--- src/rtl/metronomo_tempo_ctrl.sv ---
// Metronome tempo/measure controller: programmable beat tick, beat position,
// one-hot LED pattern at beat rate and downbeat flag, with start/stop control.
module metronomo_tempo_ctrl #(
   parameter int WIDTH      = 2,
   parameter int PW         = 16,
   parameter int DEF_PERIOD = 25000
) (
   input  logic                       clk_tb,
   input  logic                       rst_tb,
   input  logic                       start,
   input  logic                       stop,
   input  logic                       cfg_valid,
   output logic                       cfg_ready,
   input  logic [PW-1:0]              cfg_period,
   input  logic [$clog2(WIDTH+1)-1:0] cfg_beats,
   output logic                       running,
   output logic                       beat_tick,
   output logic                       downbeat,
   output logic [$clog2(WIDTH)-1:0]   beat_idx,
   output logic [WIDTH-1:0]           leds
);

   localparam int BW = $clog2(WIDTH+1);
   localparam int IW = $clog2(WIDTH);

   typedef enum logic {IDLE, RUN} state_t;

   state_t          state_reg, state_next;
   logic [PW-1:0]   cnt_reg, cnt_next;
   logic [PW-1:0]   period_reg, period_next;
   logic [BW-1:0]   beats_reg, beats_next;
   logic            pend_valid_reg, pend_valid_next;
   logic [PW-1:0]   pend_period_reg, pend_period_next;
   logic [BW-1:0]   pend_beats_reg, pend_beats_next;
   logic [IW-1:0]   idx_reg, idx_next;
   logic [WIDTH-1:0] leds_reg, leds_next;
   logic            tick_reg, tick_next;
   logic            down_reg, down_next;
   logic            running_reg, running_next;
   logic            cfg_ready_reg, cfg_ready_next;

   logic            cfg_acc;
   logic [PW-1:0]   clamp_period;
   logic [BW-1:0]   clamp_beats;
   logic [IW-1:0]   idx_adv;
   logic [WIDTH-1:0] led_dec;

   assign cfg_acc      = cfg_valid && cfg_ready_reg;
   assign clamp_period = (cfg_period < PW'(2)) ? PW'(2) : cfg_period;
   assign clamp_beats  = (cfg_beats == '0)          ? BW'(1) :
                         (cfg_beats > BW'(WIDTH))   ? BW'(WIDTH) : cfg_beats;
   assign idx_adv      = (BW'(idx_reg) == beats_reg - BW'(1)) ? '0 : idx_reg + IW'(1);

   // One-hot pattern for the beat about to begin
   generate
      for (genvar gi = 0; gi < WIDTH; gi++) begin : g_led_dec
         assign led_dec[gi] = (idx_adv == IW'(gi));
      end
   endgenerate

   always_ff @(posedge clk_tb or negedge rst_tb) begin
      if (!rst_tb) begin
         state_reg       <= IDLE;
         cnt_reg         <= '0;
         period_reg      <= PW'(DEF_PERIOD);
         beats_reg       <= BW'(WIDTH);
         pend_valid_reg  <= 1'b0;
         pend_period_reg <= '0;
         pend_beats_reg  <= '0;
         idx_reg         <= '0;
         leds_reg        <= WIDTH'(1);
         tick_reg        <= 1'b0;
         down_reg        <= 1'b0;
         running_reg     <= 1'b0;
         cfg_ready_reg   <= 1'b1;
      end else begin
         state_reg       <= state_next;
         cnt_reg         <= cnt_next;
         period_reg      <= period_next;
         beats_reg       <= beats_next;
         pend_valid_reg  <= pend_valid_next;
         pend_period_reg <= pend_period_next;
         pend_beats_reg  <= pend_beats_next;
         idx_reg         <= idx_next;
         leds_reg        <= leds_next;
         tick_reg        <= tick_next;
         down_reg        <= down_next;
         running_reg     <= running_next;
         cfg_ready_reg   <= cfg_ready_next;
      end
   end

   always_comb begin
      state_next       = state_reg;
      cnt_next         = cnt_reg;
      period_next      = period_reg;
      beats_next       = beats_reg;
      pend_valid_next  = pend_valid_reg;
      pend_period_next = pend_period_reg;
      pend_beats_next  = pend_beats_reg;
      idx_next         = idx_reg;
      leds_next        = leds_reg;
      tick_next        = 1'b0;
      down_next        = 1'b0;
      running_next     = running_reg;
      cfg_ready_next   = cfg_ready_reg;
      case (state_reg)
         IDLE: begin
            if (cfg_acc) begin
               period_next = clamp_period;
               beats_next  = clamp_beats;
            end
            if (start && !stop) begin
               state_next   = RUN;
               running_next = 1'b1;
               cnt_next     = '0;
               idx_next     = '0;
               leds_next    = WIDTH'(1);
               tick_next    = 1'b1;
               down_next    = 1'b1;
            end
         end
         RUN: begin
            if (stop) begin
               state_next      = IDLE;
               running_next    = 1'b0;
               cnt_next        = '0;
               idx_next        = '0;
               leds_next       = WIDTH'(1);
               pend_valid_next = 1'b0;
               cfg_ready_next  = 1'b1;
               if (pend_valid_reg) begin
                  period_next = pend_period_reg;
                  beats_next  = pend_beats_reg;
               end
               // An offer taken on the stop edge itself lands straight in the active registers
               if (cfg_acc) begin
                  period_next = clamp_period;
                  beats_next  = clamp_beats;
               end
            end else begin
               if (cfg_acc) begin
                  pend_valid_next  = 1'b1;
                  pend_period_next = clamp_period;
                  pend_beats_next  = clamp_beats;
                  cfg_ready_next   = 1'b0;
               end
               if (cnt_reg == period_reg - PW'(1)) begin
                  cnt_next  = '0;
                  idx_next  = idx_adv;
                  leds_next = led_dec;
                  tick_next = 1'b1;
                  if (idx_adv == '0) begin
                     down_next = 1'b1;
                     if (pend_valid_reg) begin
                        period_next     = pend_period_reg;
                        beats_next      = pend_beats_reg;
                        pend_valid_next = 1'b0;
                        cfg_ready_next  = 1'b1;
                     end
                  end
               end else begin
                  cnt_next = cnt_reg + PW'(1);
               end
            end
         end
         default: state_next = IDLE;
      endcase
   end

   assign cfg_ready = cfg_ready_reg;
   assign running   = running_reg;
   assign beat_tick = tick_reg;
   assign downbeat  = down_reg;
   assign beat_idx  = idx_reg;
   assign leds      = leds_reg;

endmodule

--- config.mk ---
export PLATFORM = sky130hd
export DESIGN_NAME = metronomo_tempo_ctrl
export DESIGN_NICKNAME = d
export VERILOG_FILES = /design/src/rtl/metronomo_tempo_ctrl.sv
export SDC_FILE = /design/constraint.sdc
export NUM_CORES = 1
export LEC_CHECK = 0
export ABC_AREA = 1
export CAP_MARGIN = 20
export CELL_PAD_IN_SITES_DETAIL_PLACEMENT = 1
export CELL_PAD_IN_SITES_GLOBAL_PLACEMENT = 1
export CORE_UTILIZATION = 43
export DETAILED_ROUTE_END_ITERATION = 8
export PLACE_DENSITY_LB_ADDON = 0.1
export SYNTH_ARGS = -nofsm -noshare
export SYNTH_HDL_FRONTEND = slang
export SYNTH_SLANG_ARGS = --single-unit
--- constraint.sdc ---
create_clock -name clk_tb -period 2.2 [get_ports clk_tb]
set_input_delay 0.44 -clock clk_tb [delete_from_list [all_inputs] [get_ports clk_tb]]
set_output_delay 0.44 -clock clk_tb [all_outputs]
set_load 0.02 [all_outputs]
* Word level (Yosys, flattened, before mapping)
Cells that the tools add are included.
** Operators by class
- Add/sub/neg operators :: 4
- $lt $le $gt $ge :: 2
- Equal/unequal tests :: 7
- Mux-type cells :: 53
- Bitwise gates (word level) :: 3
- Reduce and logical (&&, ||, !) cells :: 8
** Operator list (count)
- $mux W16 :: 10
- $pmux W16 S2 :: 2
- $mux W1 :: 23
- $mux W2 :: 11
- $add A16 B1 Y16 const B :: 1
- $eq A16 B16 Y1 :: 1
- $lt A16 B2 Y1 const B :: 1
- $sub A16 B1 Y16 const B :: 1
- $pmux W1 S2 :: 5
- $pmux W2 S2 :: 2
- $ne A2 B2 Y1 const B :: 3
- $reduce_and A3 Y1 :: 2
- $reduce_and A2 Y1 :: 2
- $ne A3 B2 Y1 const B :: 1
- $ne A3 B3 Y1 const B :: 1
- $not A1 Y1 :: 3
- $eq A1 B2 Y1 :: 1
- $gt A2 B2 Y1 const B :: 1
- $logic_and A1 B1 Y1 :: 2
- $logic_not A2 Y1 :: 1
- $sub A2 B1 Y2 const B :: 1
- $add A1 B1 Y1 const B :: 1
- $logic_not A1 Y1 :: 1
** Storage, ports and cells
- Register bits after elaboration :: 61
- Bits of input ports :: 23
- Output and inout bits :: 7
- Logic and storage cells :: 90

* Longest topological paths before layout
- Depth after elaboration :: 7
- Depth in mapped cells :: 17
- Mapped depth without buffers :: 16

* Worst setup path before layout
No wires, ideal clock.
- Path type :: flip-flop to flip-flop
- From :: register period_reg[0]
- To :: register period_reg[6]
- Setup time :: 0.117 ns
- Arrival time :: 1.932 ns
- Required time :: 2.083 ns
- Setup slack :: 0.151 ns
- Cell stages (with the launch flop) :: 17
- Buffers on the path :: 1
- Period minus slack after synthesis :: 2.049 ns
- Cells stage by stage :: dfrtp_1 inv_1 ha_1 nand3_2 nor2_2 nand3_1 nand2_1 inv_1 nor2_1 nand2_1 nor2_2 nand2_2 nand2_4 nand2_4 buf_2 nand2_1 nand2_1
** Between the ends
- Word-level cells in the longest chain between the ends :: 4
** Ends and longest elaborated chain
- start: declaration :: RTL line 30 : logic [PW-1:0] period_reg, period_next;
- start signal: assignment :: RTL line 65 : period_reg <= PW'(DEF_PERIOD);
- start signal: assignment :: RTL line 79 : period_reg <= period_next;
- $sub A16 B1 Y16 :: RTL line 148 : if (cnt_reg == period_reg - PW'(1)) begin
- $eq A16 B16 Y1 :: RTL line 148
- $ne A3 B2 Y1 (no line)
- $reduce_and A3 Y1 (no line)
No other way between the ends.
A chain may end at the register's enable or synchronous reset.

* Final worst setup path
- From :: register period_reg[7]
- To :: register period_reg[0]
The elaborated chain is that of the path after synthesis.

==> impl_metrics.yaml <==
clock_tree:
  cts_tree: "yes"
  clock_latency_ns: 0.35
  cts_sinks: 60
  cts_buffers: 9
  cts-htree-levels: 3
  root_buffer: "clkbuf_8"
  ctsHoldBuffers: 0
  clockBufferDepth: 2
  clk_pin_slew_ns: 0.07
grt:
  grt_max_degree: 61
  grt_usage_pct: 26.0
  grt_overflow_total: 0
  antenna_found_initial: 0
  grt_pass1_wl_um: 19600
  grt_pass1_vias: 4001
placement:
  io_buffers: 28
  dp_hpwl_um: 8580
  globalplace.congestion: 0.859
  pre_cts_slack_ns: -0.115
worst_setup_path:
  crit_chain: "nor2_2 -> nand2_1 -> nor2_1 -> nand2_1 -> o21ai_2 -> nand2_1 -> nor2_2 -> nand2_2 -> nor2_4 -> nand2_4 -> nand2_8 -> nand2_8 -> nand2_1 -> nand2_1"
  cp_slowest_stage_delay_ns: 0.43
  critPathRequiredTime_ns: 2.44
  rr_worst_depth: 14
  end_kind: "flip-flop"
  start_kind: "flip-flop"
  critPathSlowestCell: "dfstp_2"
  crit_family: "simple AND/OR/NAND/NOR gates"
  timing.reg2reg.setup_slack_ns: -0.0006
  r2r_start: "period_reg[7]$_DFFE_PN1P_"
  r2r_end: "period_reg[0]$_DFFE_PN0P_"
  cp_num_cells: 14
  cp.buffers_inverters: 0
  critical-path-top-cell-by-count: "nand2_1"
  cp_max_fo: 9
  arrival_ns: 2.44
  crit_type: "reg -> reg"
power_and_ir_drop:
  cellLeakagePower_nw: 2.50
  powerDensity_nw_per_um2: 925
  ir_drop_mv: 0.463
  total_power_mw: 4.67
timing:
  period_minus_slack_ns: 2.20
  finalSetupTns_ns: -0.000596
  layout_setup_ws_ns: -0.000596
  finalMaxSlewViolations: 0
  fmax_ghz: 0.454
  whs_ns: 0.0858
  hold_viol: 0
  rsz0062_at_grt: "true"
  period_share_pct: 100
  finalSetupViolations: 1
  finClkSkew_ns: 0.0105
  tightest_slew_ns: 0.472
  relSlewSlack_pct: 68.5
route:
  avgRoutedWirePerCell_um: 18.2
  drc: 0
  drtIter0Drc: 160
  vias: 4032
  drt-vias-per-instance: 5.40
  drtPass1Iterations: 4
  final_antenna_net_count: 0
  wl_um: 13600
cells_and_area:
  antenna_cells: 0
  nets: 660
  drive_above_1_share_pct: 20.2
  syn2layout_area_growth_pct: 28.8
floorplan:
  dieArea_um2: 9500
  coreArea_um2: 8760
  die_h_um: 97.5
  start_util_pct: 44.7
  die_w_um: 97.5
  ioPinCount: 30
  std_cell_rows: 34
synth:
  synthDistinctLibCells: 37
  async_reset_ff_share_pct: 100
  synthFlopType: "dfrtp_1"
  syn-num-nets: 590
  ys_ff_latch: 60
  synthCells: 565
  synth.avg_cell_area_um2: 6.94
  yosys_warnings: 0
  syn_area_um2: 3920
  synth-seq-area-share_pct: 38.6
  synth_edf_count: 0
job:
  cap_violations: 0
status:
  violations: "setup timing"
  status: "finished, violations left"
worst_hold_path:
  worstHoldPathType: "in -> async"
-- final cells by class --
type                       instances  area, um^2
multi-input combinational        424        2220
tap                              108         135
clock buffer                      13         179
timing repair buffer              76         719
inverter                          64         243
fill                            1142        3720
sequential                        60        1520
clock inverter                     1        30.0
-- power breakdown --
| part | total [mW] | leakage (nW) | internal (mW) | switching, mW |
|---|---|---|---|---|
| Combinational | 1.96 | 1.65 | 0.768 | 1.19 |
| Clock | 1.08 | 0.108 | 0.635 | 0.445 |
| Sequential | 1.62 | 0.748 | 1.35 | 0.272 |
| Total | 4.67 | 2.50 | 2.76 | 1.91 |
-- cells in the mapped netlist (9+ instances only) --
library cell	count	area [um^2]
nand3_1	42	210
dfrtp_1	51	1280
o21ai_0	34	170
clkbuf_1	11	41.3
inv_1	60	225
nor2_2	10	62.6
nor2_1	47	176
a21oi_1	16	80.1
dfstp_2	9	236
xor2_1	14	123
nand2_1	197	739
o211ai_1	11	82.6
-- metrics by stage --
stage	cells	cell area (um^2)	util, %
floorplan	565	3920	-
global placement	714	4490	51.3
detailed placement	714	4490	51.3
CTS	730	4760	54.3
global route	746	5050	57.6
finish	746	5050	57.6
-- per-layer routing --
layer | vias to the layer above | part of all wire, % | global-route usage [%]
met5 | - | 0 | 0
met4 | 0 | 3.1 | 8.37
met3 | 35 | 3.3 | 4.03
met2 | 83 | 51 | 45.2
met1 | 1987 | 42 | 33.1
li1 | 1927 | - | -
-- cells by family after synthesis --
family,after synthesis,synth area share (%)
AND/OR/NAND/NOR,325,36.2
buffers and inverters,83,9.07
AO/OA/AOI/OAI,73,10.6
flip-flops,60,38.6
XOR/XNOR,22,4.92
adder cells (fa/ha/maj),2,0.638
-- how the worst max path moves through the flow --
stage               slack, ns                         to                      start
finish                -0.0006  period_reg[0]$_DFFE_PN0P_  period_reg[7]$_DFFE_PN1P_
global route            -0.16       beat_idx$_DFFE_PN0P_  period_reg[7]$_DFFE_PN1P_
CTS                    0.0003  period_reg[1]$_DFFE_PN0P_  period_reg[1]$_DFFE_PN0P_
detailed placement      -0.12   beats_reg[0]$_DFFE_PN0P_  period_reg[1]$_DFFE_PN0P_
global placement        -0.02  period_reg[4]$_DFFE_PN0P_  period_reg[0]$_DFFE_PN0P_
floorplan                0.15  period_reg[6]$_DFFE_PN0P_  period_reg[0]$_DFFE_PN0P_
-- cell usage in the layout, fill, tap and decap left out, types with 5 or more instances in the layout --
cell type	count
nand2_2	11
nor2_4	8
a31oi_1	5
nor2_1	40
nor2_2	12
buf_4	40
xor2_1	14
nand3_1	40
o21ai_0	32
inv_1	58
dfstp_2	9
nand2_1	186
clkbuf_8	13
a21oi_1	13
clkdlybuf4s50_1	27
xnor2_1	8
nand3b_1	5
o211ai_1	11
dfrtp_1	48
-- what timing repair did --
| item | 4_1_cts | 5_1_grt |
|---|---|---|
| endpoints found under the setup margin | 37 | 39 |
| pin swaps | 2 | 23 |
| gates cloned | 0 | 5 |
| setup buffers | 2 | 11 |
| resized for setup | 8 | 40 |
(Power assumes the default switching activity.)
